**src/rtl/intr_pkg.sv**
```systemverilog
// Shared definitions for the interrupt controller: FSM state encoding,
// default sizing constants and the lowest-index priority encoder.
package intr_pkg;

  localparam int N_SRC_DEF       = 8;
  localparam int SYNC_STAGES_DEF = 2;
  localparam int ID_W_MAX        = 5;

  typedef enum logic [1:0] {
    IDLE    = 2'd0,
    REQ     = 2'd1,
    SERVICE = 2'd2
  } state_t;

  // Index of the lowest set bit; zero when nothing is set (callers gate on |vec).
  function automatic logic [ID_W_MAX-1:0] lowest_idx(input logic [31:0] vec);
    logic [ID_W_MAX-1:0] idx;
    idx = '0;
    for (int i = 31; i >= 0; i--) begin
      if (vec[i]) idx = i[ID_W_MAX-1:0];
    end
    return idx;
  endfunction

endpackage

```
**src/rtl/intr_sync.sv**
```systemverilog
// Single-bit multi-flop synchronizer for one raw interrupt line.
// Asynchronous active-low reset clears every stage so release never fakes a 1.
module intr_sync
  import intr_pkg::*;
#(
  parameter int SYNC_STAGES = SYNC_STAGES_DEF
) (
  input  logic clk,
  input  logic rst,
  input  logic d,
  output logic q
);

  logic [SYNC_STAGES-1:0] sync_p0;

  // Shift the raw line through the synchronizer chain.
  always_ff @(posedge clk or negedge rst) begin
    if (!rst) sync_p0 <= '0;
    else      sync_p0 <= {sync_p0[SYNC_STAGES-2:0], d};
  end

  assign q = sync_p0[SYNC_STAGES-1];

endmodule

```
**src/rtl/intr_ctrl.sv**
```systemverilog
// Interrupt controller: synchronizes N_SRC raw lines, keeps a pending bit per
// line, and runs an IDLE -> REQ -> SERVICE handshake with the pipeline
// (ack_i accepts the request, eoi_i/eoi_id_i retires it).
// Build option: define INTR_EDGE_EN to add edge_mode_i and per-line
// rising-edge capture; without it every line is level-sensitive.
module intr_ctrl
  import intr_pkg::*;
#(
  parameter int N_SRC       = N_SRC_DEF,
  parameter int ID_W        = 3,
  parameter int SYNC_STAGES = SYNC_STAGES_DEF
) (
  input  logic             clk,
  input  logic             rst,
  input  logic [N_SRC-1:0] src_i,
  input  logic [N_SRC-1:0] mask_i,
`ifdef INTR_EDGE_EN
  input  logic [N_SRC-1:0] edge_mode_i,
`endif
  output logic             irq_o,
  output logic [ID_W-1:0]  irq_id_o,
  input  logic             ack_i,
  input  logic             eoi_i,
  input  logic [ID_W-1:0]  eoi_id_i,
  output logic [N_SRC-1:0] pending_o,
  output logic             busy_o
);

  logic [N_SRC-1:0] s;
  logic [N_SRC-1:0] pending;
  logic [N_SRC-1:0] pending_nxt;
  logic [N_SRC-1:0] req_vec;
  logic [ID_W-1:0]  irq_id;
  logic             eoi_take;
  state_t           state;
  state_t           state_nxt;

  for (genvar gi = 0; gi < N_SRC; gi++) begin : g_sync
    intr_sync #(
      .SYNC_STAGES(SYNC_STAGES)
    ) u_sync (
      .clk(clk),
      .rst(rst),
      .d  (src_i[gi]),
      .q  (s[gi])
    );
  end

  // Masking applies only to arbitration; pending_o shows the raw pending view.
  assign req_vec  = pending & mask_i;
  assign eoi_take = (state == SERVICE) && eoi_i && (eoi_id_i == irq_id);

`ifdef INTR_EDGE_EN
  logic [N_SRC-1:0] s_d;
  logic [N_SRC-1:0] rise;
  logic             ack_take;

  // Delay the synchronized lines by one cycle for rising-edge detection.
  always_ff @(posedge clk or negedge rst) begin
    if (!rst) s_d <= '0;
    else      s_d <= s;
  end

  assign rise     = s & ~s_d;
  assign ack_take = (state == REQ) && ack_i;

  // Edge lines hold until their own ack (a new edge in that cycle wins);
  // level lines simply follow the synchronized input.
  always_comb begin
    pending_nxt = '0;
    for (int i = 0; i < N_SRC; i++) begin
      if (edge_mode_i[i])
        pending_nxt[i] = rise[i] |
                         (pending[i] & ~(ack_take && (irq_id == ID_W'(i))));
      else
        pending_nxt[i] = s[i];
    end
  end
`else
  assign pending_nxt = s;
`endif

  // Pending bit register.
  always_ff @(posedge clk or negedge rst) begin
    if (!rst) pending <= '0;
    else      pending <= pending_nxt;
  end

  // FSM state register.
  always_ff @(posedge clk or negedge rst) begin
    if (!rst) state <= IDLE;
    else      state <= state_nxt;
  end

  // FSM next-state: arbitrate in IDLE, wait for ack in REQ, wait for matching EOI.
  always_comb begin
    state_nxt = state;
    case (state)
      IDLE:    if (|req_vec) state_nxt = REQ;
      REQ:     if (ack_i)    state_nxt = SERVICE;
      SERVICE: if (eoi_take) state_nxt = IDLE;
      default:               state_nxt = IDLE;
    endcase
  end

  // Latch the winning line when leaving IDLE; held through REQ and SERVICE.
  always_ff @(posedge clk or negedge rst) begin
    if (!rst)
      irq_id <= '0;
    else if (state == IDLE && |req_vec)
      irq_id <= ID_W'(lowest_idx(32'(req_vec)));
  end

  // FSM outputs decoded from the registered state.
  always_comb begin
    irq_o  = (state == REQ);
    busy_o = (state != IDLE);
  end

  assign irq_id_o  = irq_id;
  assign pending_o = pending;

endmodule

```
**config.mk**
```make
export PLATFORM = sky130hd
export DESIGN_NAME = intr_ctrl
export DESIGN_NICKNAME = d
export VERILOG_FILES = /design/src/rtl/intr_pkg.sv /design/src/rtl/intr_sync.sv /design/src/rtl/intr_ctrl.sv
export SDC_FILE = /design/constraint.sdc
export NUM_CORES = 1
export LEC_CHECK = 0
export CAP_MARGIN = 10
export CORE_MARGIN = 5
export CORE_UTILIZATION = 49
export CTS_BUF_LIST = sky130_fd_sc_hd__clkbuf_8
export DETAILED_ROUTE_END_ITERATION = 12
export DONT_BUFFER_PORTS = 1
export GPL_TIMING_DRIVEN = 0
export PLACE_DENSITY = 0.75
export SLEW_MARGIN = 20
export SYNTH_ARGS = -nofsm -noshare
export SYNTH_HDL_FRONTEND = slang
export SYNTH_SLANG_ARGS = --single-unit
```
**constraint.sdc**
```tcl
create_clock -name clk -period 1.1 [get_ports clk]
set_clock_uncertainty 0.1 [all_clocks]
set_input_delay 0.11 -clock clk [delete_from_list [all_inputs] [get_ports clk]]
set_output_delay 0.11 -clock clk [all_outputs]
set_load 0.01 [all_outputs]
```
---- Yosys cells after proc, flatten, opt, wreduce, memory -nomap -nowiden ----
Index checks and enable logic that the tools add are counted.
cells by class
  equality and inequality tests ........... 6
  bitwise gates (word level) .............. 1
  multiplexer cells ....................... 12
  reduce and logical (&&, ||, !) cells .... 7
operator list
  kind                                           count
  2-to-1 mux 3 bit                               8
  bitwise AND 8 bit                              1
  OR reduction 8 bit                             1
  2-to-1 mux 2 bit                               3
  case mux 2 bit (3 select lines)                1
  != test 2 bit, second input constant           2
  == test 3 bit                                  1
  logical AND 1 bit                              3
  AND reduction 3 bit                            1
  == test 2 x 1 -> 1 bit, second input constant  1
  == test 2 bit, second input constant           1
  zero test 2 bit                                1
  != test 2 x 1 -> 1 bit, second input constant  1
  nonzero test 2 bit                             1
storage, ports and cells
  register bits after elaboration ......... 29
  word-level logic and storage cells ...... 37
  output and inout port bits .............. 13
  bits of input ports ..................... 23

---- Logic depth before layout (Yosys ltp) ----
  depth in word-level cells ............... 9
  gate-level depth with buffers ........... 4
  depth with buffers taken out ............ 4

---- Cells and area by module ----
Synthesis repeated with hierarchy kept, for this count alone.
second synthesis, totals
  cell total of the unflattened synthesis .. 61
  area, all modules ....................... 940.9 um^2
by module, submodules not included
  module     times used  seq. area each (um^2)  cells each  area each (um^2)
  intr_ctrl  1           325.3                  45          540.5
  intr_sync  8           50.0                   2           50.0

---- Worst setup path after synthesis ----
No wires, ideal clock.
  path type ............................... register -> register
  start point ............................. register pending[6], in the netlist pending_o[6]
  end point ............................... register state[0]
  buffers on the path ..................... 0
  path slack .............................. -85 ps
  cell stages (with the launch flop) ...... 5
  arrival time ............................ 954 ps
  library setup time ...................... 131 ps
  required time ........................... 869 ps
  period minus slack after synthesis ...... 1185 ps
  cell sequence ........................... dfrtp_1 > a22oi_2 > nand2_1 > nor3_1 > a211oi_1
between the ends
  longest elaborated chain between the ends .. 4
RTL lines
  element                               line             RTL
  start: declaration                    intr_ctrl.sv:30  logic [N_SRC-1:0] pending;
  start signal: assignment              intr_ctrl.sv:86  else pending <= pending_nxt;
  bitwise AND 8 bit                     intr_ctrl.sv:50  assign req_vec = pending & mask_i;
  OR reduction 8 bit                    intr_ctrl.sv:99  IDLE: if (|req_vec) state_nxt = REQ;
  != test 2 bit (no source line)        -
  AND reduction 3 bit (no source line)  -
  end signal: assignment                intr_ctrl.sv:92  else state <= state_nxt;
  end: declaration                      intr_ctrl.sv:35  state_t state;
No other way between the ends.
A chain may end at the register's enable or synchronous reset.

---- Worst setup path in the final report ----
  start point ............................. register pending[6], in the netlist pending_o[6]
  end point ............................... register irq_id[0], in the netlist irq_id_o[0]
between the ends
  longest elaborated chain between the ends .. 8
  elaborated cells between the ends (all ways) .. 10
  those cells by class .................... 7 x mux; 1 x bitwise; 2 x reduce/logical
RTL lines
  element                        line              RTL
  bitwise AND 8 bit *            intr_ctrl.sv:50
  2-to-1 mux 3 bit (7 in a row)  intr_pkg.sv:20    if (vec[i]) idx = i[ID_W_MAX-1:0];
  end signal: assignment         intr_ctrl.sv:111  irq_id <= ID_W'(lowest_idx(32'(req_vec)));
  end: declaration               intr_ctrl.sv:33   logic [ID_W-1:0] irq_id;
Mark *: on every way between the ends. The rest lies on a longest branch, timed or not.

==> out/metrics.csv <==
stage,metric,value,unit
outcome,outcome,finished with violations,
outcome,violations,"hold timing, setup timing",
placement,gp_congestion,0.836,
power_and_ir_drop,combPwrFrac,19.9,%
cells_and_area,utilization,67.6,%
clock_tree,numCtsBuffers,5,
synth,yosysWarnings,0,
min_path,whs_path_depth,3,
setup_path,start_kind,flip-flop,
power_and_ir_drop,peakVddDrop,1480,uV
setup_path,end_kind,flip-flop,
timing,layout_min_cycle_time,1.24,ns
min_path,min-delay-start,mask_i[1],
min_path,hp-class,in -> reg,
global_routing,overflow,0,
detailed_routing,routed_wirelength,1.75,mm
cells_and_area,multi_input_area,264,sq um
timing,fin_setup_tns,-0.618,ns
setup_path,reg2reg_depth,4,
cells_and_area,final_cell_area,0.00130,sq mm
power_and_ir_drop,p_per_area,2130,mW/mm^2
flow_run,drv_cap,0,
synth,synth_seq_cells,29,
global_routing,grt_pass1_vias,661,
setup_path,cp.required,1.20,ns
floorplanning,rows,16,
power_and_ir_drop,p_sw_share,27.7,%
synth,yosys.cell_types.count,20,
power_and_ir_drop,leakage,0.551,nW
synth,synth_fp_nets,89,
setup_path,crit_type,reg -> reg,
detailed_routing,vias_per_cell,5.17,
setup_path,rr_startpoint,pending_o[6],
floorplanning,die_w,54.4,um
cells_and_area,layout_common_cells,"dfrtp_1 (25), dlygate4sd3_1 (13), nand2_1 (9)",
timing,period_share,113,%
power_and_ir_drop,clockPowerShare,29.4,%
timing,rsz0062_at_grt,yes,
synth,syn_area,966,sq um
timing,final_max_slew_viol_count,0,
detailed_routing,drtIter0Drc,7,
cells_and_area,num-nets-final,114,
synth,ys_seq_area_share,75.1,%
clock_tree,clk_path_buf_depth,2,
floorplanning,die-height,54.4,um
clock_tree,cts_tree,yes,
detailed_routing,drc_errors,0,
synth,synth_cells,66,
setup_path,cp_cell_sequence,a22oi_2 > nand2_2 > o21ai_1 > o2bb2ai_1,
power_and_ir_drop,p_total,2.77,mW
power_and_ir_drop,seq_power_share,50.6,%
timing,setup_violations,6,
synth,syn_area_per_cell,14.6,sq um
synth,synthXorXnorAreaFrac,2.72,%
setup_path,reg2reg_to,irq_id_o[0],
floorplanning,core_area,0.00192,sq mm
timing,setup_ws,-0.141,ns
clock_tree,cts_root_buf,clkbuf_8,
cells_and_area,area_growth_syn_to_layout,34.5,%
clock_tree,clock_latency,0.27,ns
cells_and_area,drive_above_1_share,29.7,%
timing,fmax,806,MHz
clock_tree,holdBufCountCts,14,
global_routing,antenna_found_initial,0,
cells_and_area,final_cells,118,
global_routing,grt_pass1_wl,2.81,mm
placement,placed_cells,93,
setup_path,crit_slowest_cell,dfrtp_1,
synth,synth_compound_area_share,13.6,%
detailed_routing,antenna_left,0,
timing,hold_viol_final,1,
timing,tightest_slew,0.243,ns
cells_and_area,final_common_cell,dfrtp_1,
power_and_ir_drop,switching_power,0.768,mW
min_path,min_to,irq_id_o[1],
detailed_routing,num_vias,610,
detailed_routing,drt_first_pass_iters,4,
synth,synthSimpleGateAreaFrac,8.16,%
cells_and_area,fillerInstances,134,
cells_and_area,antenna_cells,0,
clock_tree,cts_sinks,29,
setup_path,cpPeakStageDelay,0.43,ns
global_routing,grt_max_degree,30,
cells_and_area,regArea,731,sq um
clock_tree,clk_pin_slew,0.06,ns
synth,synthAdderAreaFrac,0,%
timing,relSlewSlack,83.8,%
setup_path,r2r_slack,-0.14,ns
floorplanning,dieArea,0.00296,sq mm
clock_tree,cts-htree-levels,2,
floorplanning,pin_count,36,
placement,pre_cts_slack,-0.180,ns
setup_path,cp_max_fo,3,
detailed_routing,wire_per_inst,14.9,um
placement,post_dp_cell_area,1000,sq um
setup_path,arrival,1.34,ns
placement,io_buffers,0,
global_routing,grt_use_total,14.7,%
power_and_ir_drop,intPower,2.00,mW
synth,synth_top_family_by_area,compound AO/OA/AOI/OAI gates,
synth,synthMuxAreaShare,0,%
timing,whs,-0.0192,ns
floorplanning,start_util,50.3,%
==> logic make-up after synthesis <==
logic type	after synthesis
xor gates and xnor gates	3
AOI/OAI and AO/OA	16
DFF	29
and+or+nand+nor	17
buffers and inverters	1
==> Yosys cell counts <==
cell type  number  area, sq um
dfrtp_1        29          726
nand2_1        10         37.5
a21oi_1         4         20.0
a22oi_2         4         50.1
xnor2_1         3         26.3
a32o_1          2         20.0
a211oi_1        1         7.51
a31oi_1         1         6.26
a41oi_1         1         8.76
inv_1           1         3.75
nand2_2         1         6.26
nand2b_1        1         6.26
nand3_1         1         5.00
nand4_1         1         6.26
nor2_2          1         6.26
nor2b_1         1         6.26
nor3_1          1         5.00
o21ai_0         1         5.00
o21ai_1         1         5.00
o2bb2ai_1       1         8.76
==> metal layers <==
metal	vias to the layer above	part of all wire [%]	global-route usage (%)
li1	283	-	-
met3	5	7.1	9.26
met4	0	1.9	9.54
met1	298	34	12.5
met5	-	0	0
met2	24	57	24.9
==> power groups by stage <==
stage	Combinational (mW)	Sequential, mW	Clock, mW
5_1_grt	0.599	1.43	0.911
2_1_floorplan	0.282	1.36	0
3_3_place_gp	0.313	1.39	0
3_5_place_dp	0.326	1.40	0
4_1_cts	0.430	1.40	0.845
6_report	0.552	1.40	0.816
==> sequential cells by signal, summed over array words and instances, names as in the netlist <==
register and cells:
g_sync.u_sync.sync_p0 16, irq_id_o 3, pending_o 8, state 2
==> layout make-up <==
cell class	count	area share, %
Tap cell	27	2.60
Sequential cell	29	56.3
Multi-Input combinational cell	36	20.3
Timing Repair Buffer	18	13.9
Inverter	1	0.289
Clock buffer	6	6.36
Clock inverter	1	0.289
==> repair_timing <==
item                                    4_1_cts  5_1_grt
resized for setup                             8        4
cloned                                        0        0
buffers inserted                              0        4
endpoints found under the hold margin        42        1
endpoints found under the setup margin        7        7
pin swaps                                    12        4
==> worst max path at each step <==
stage	to	slack [ns]	depth (start not counted)	from
after floorplan	state[0]	-0.06	4	pending_o[6]
after global placement	state[0]	-0.14	4	pending_o[6]
after detailed placement	state[0]	-0.18	4	pending_o[6]
after CTS	irq_id_o[0]	-0.17	4	pending_o[6]
after global routing	state[0]	-0.21	4	pending_o[2]
final	irq_id_o[0]	-0.14	4	pending_o[6]
==> worst max-delay path, delay by kind of cell (launching register included) <==
kind            cells  cell delay [ns]
compound gates      3             0.52
flops               1             0.43
simple gates        1             0.12
Power figures use the tool's default switching activity.
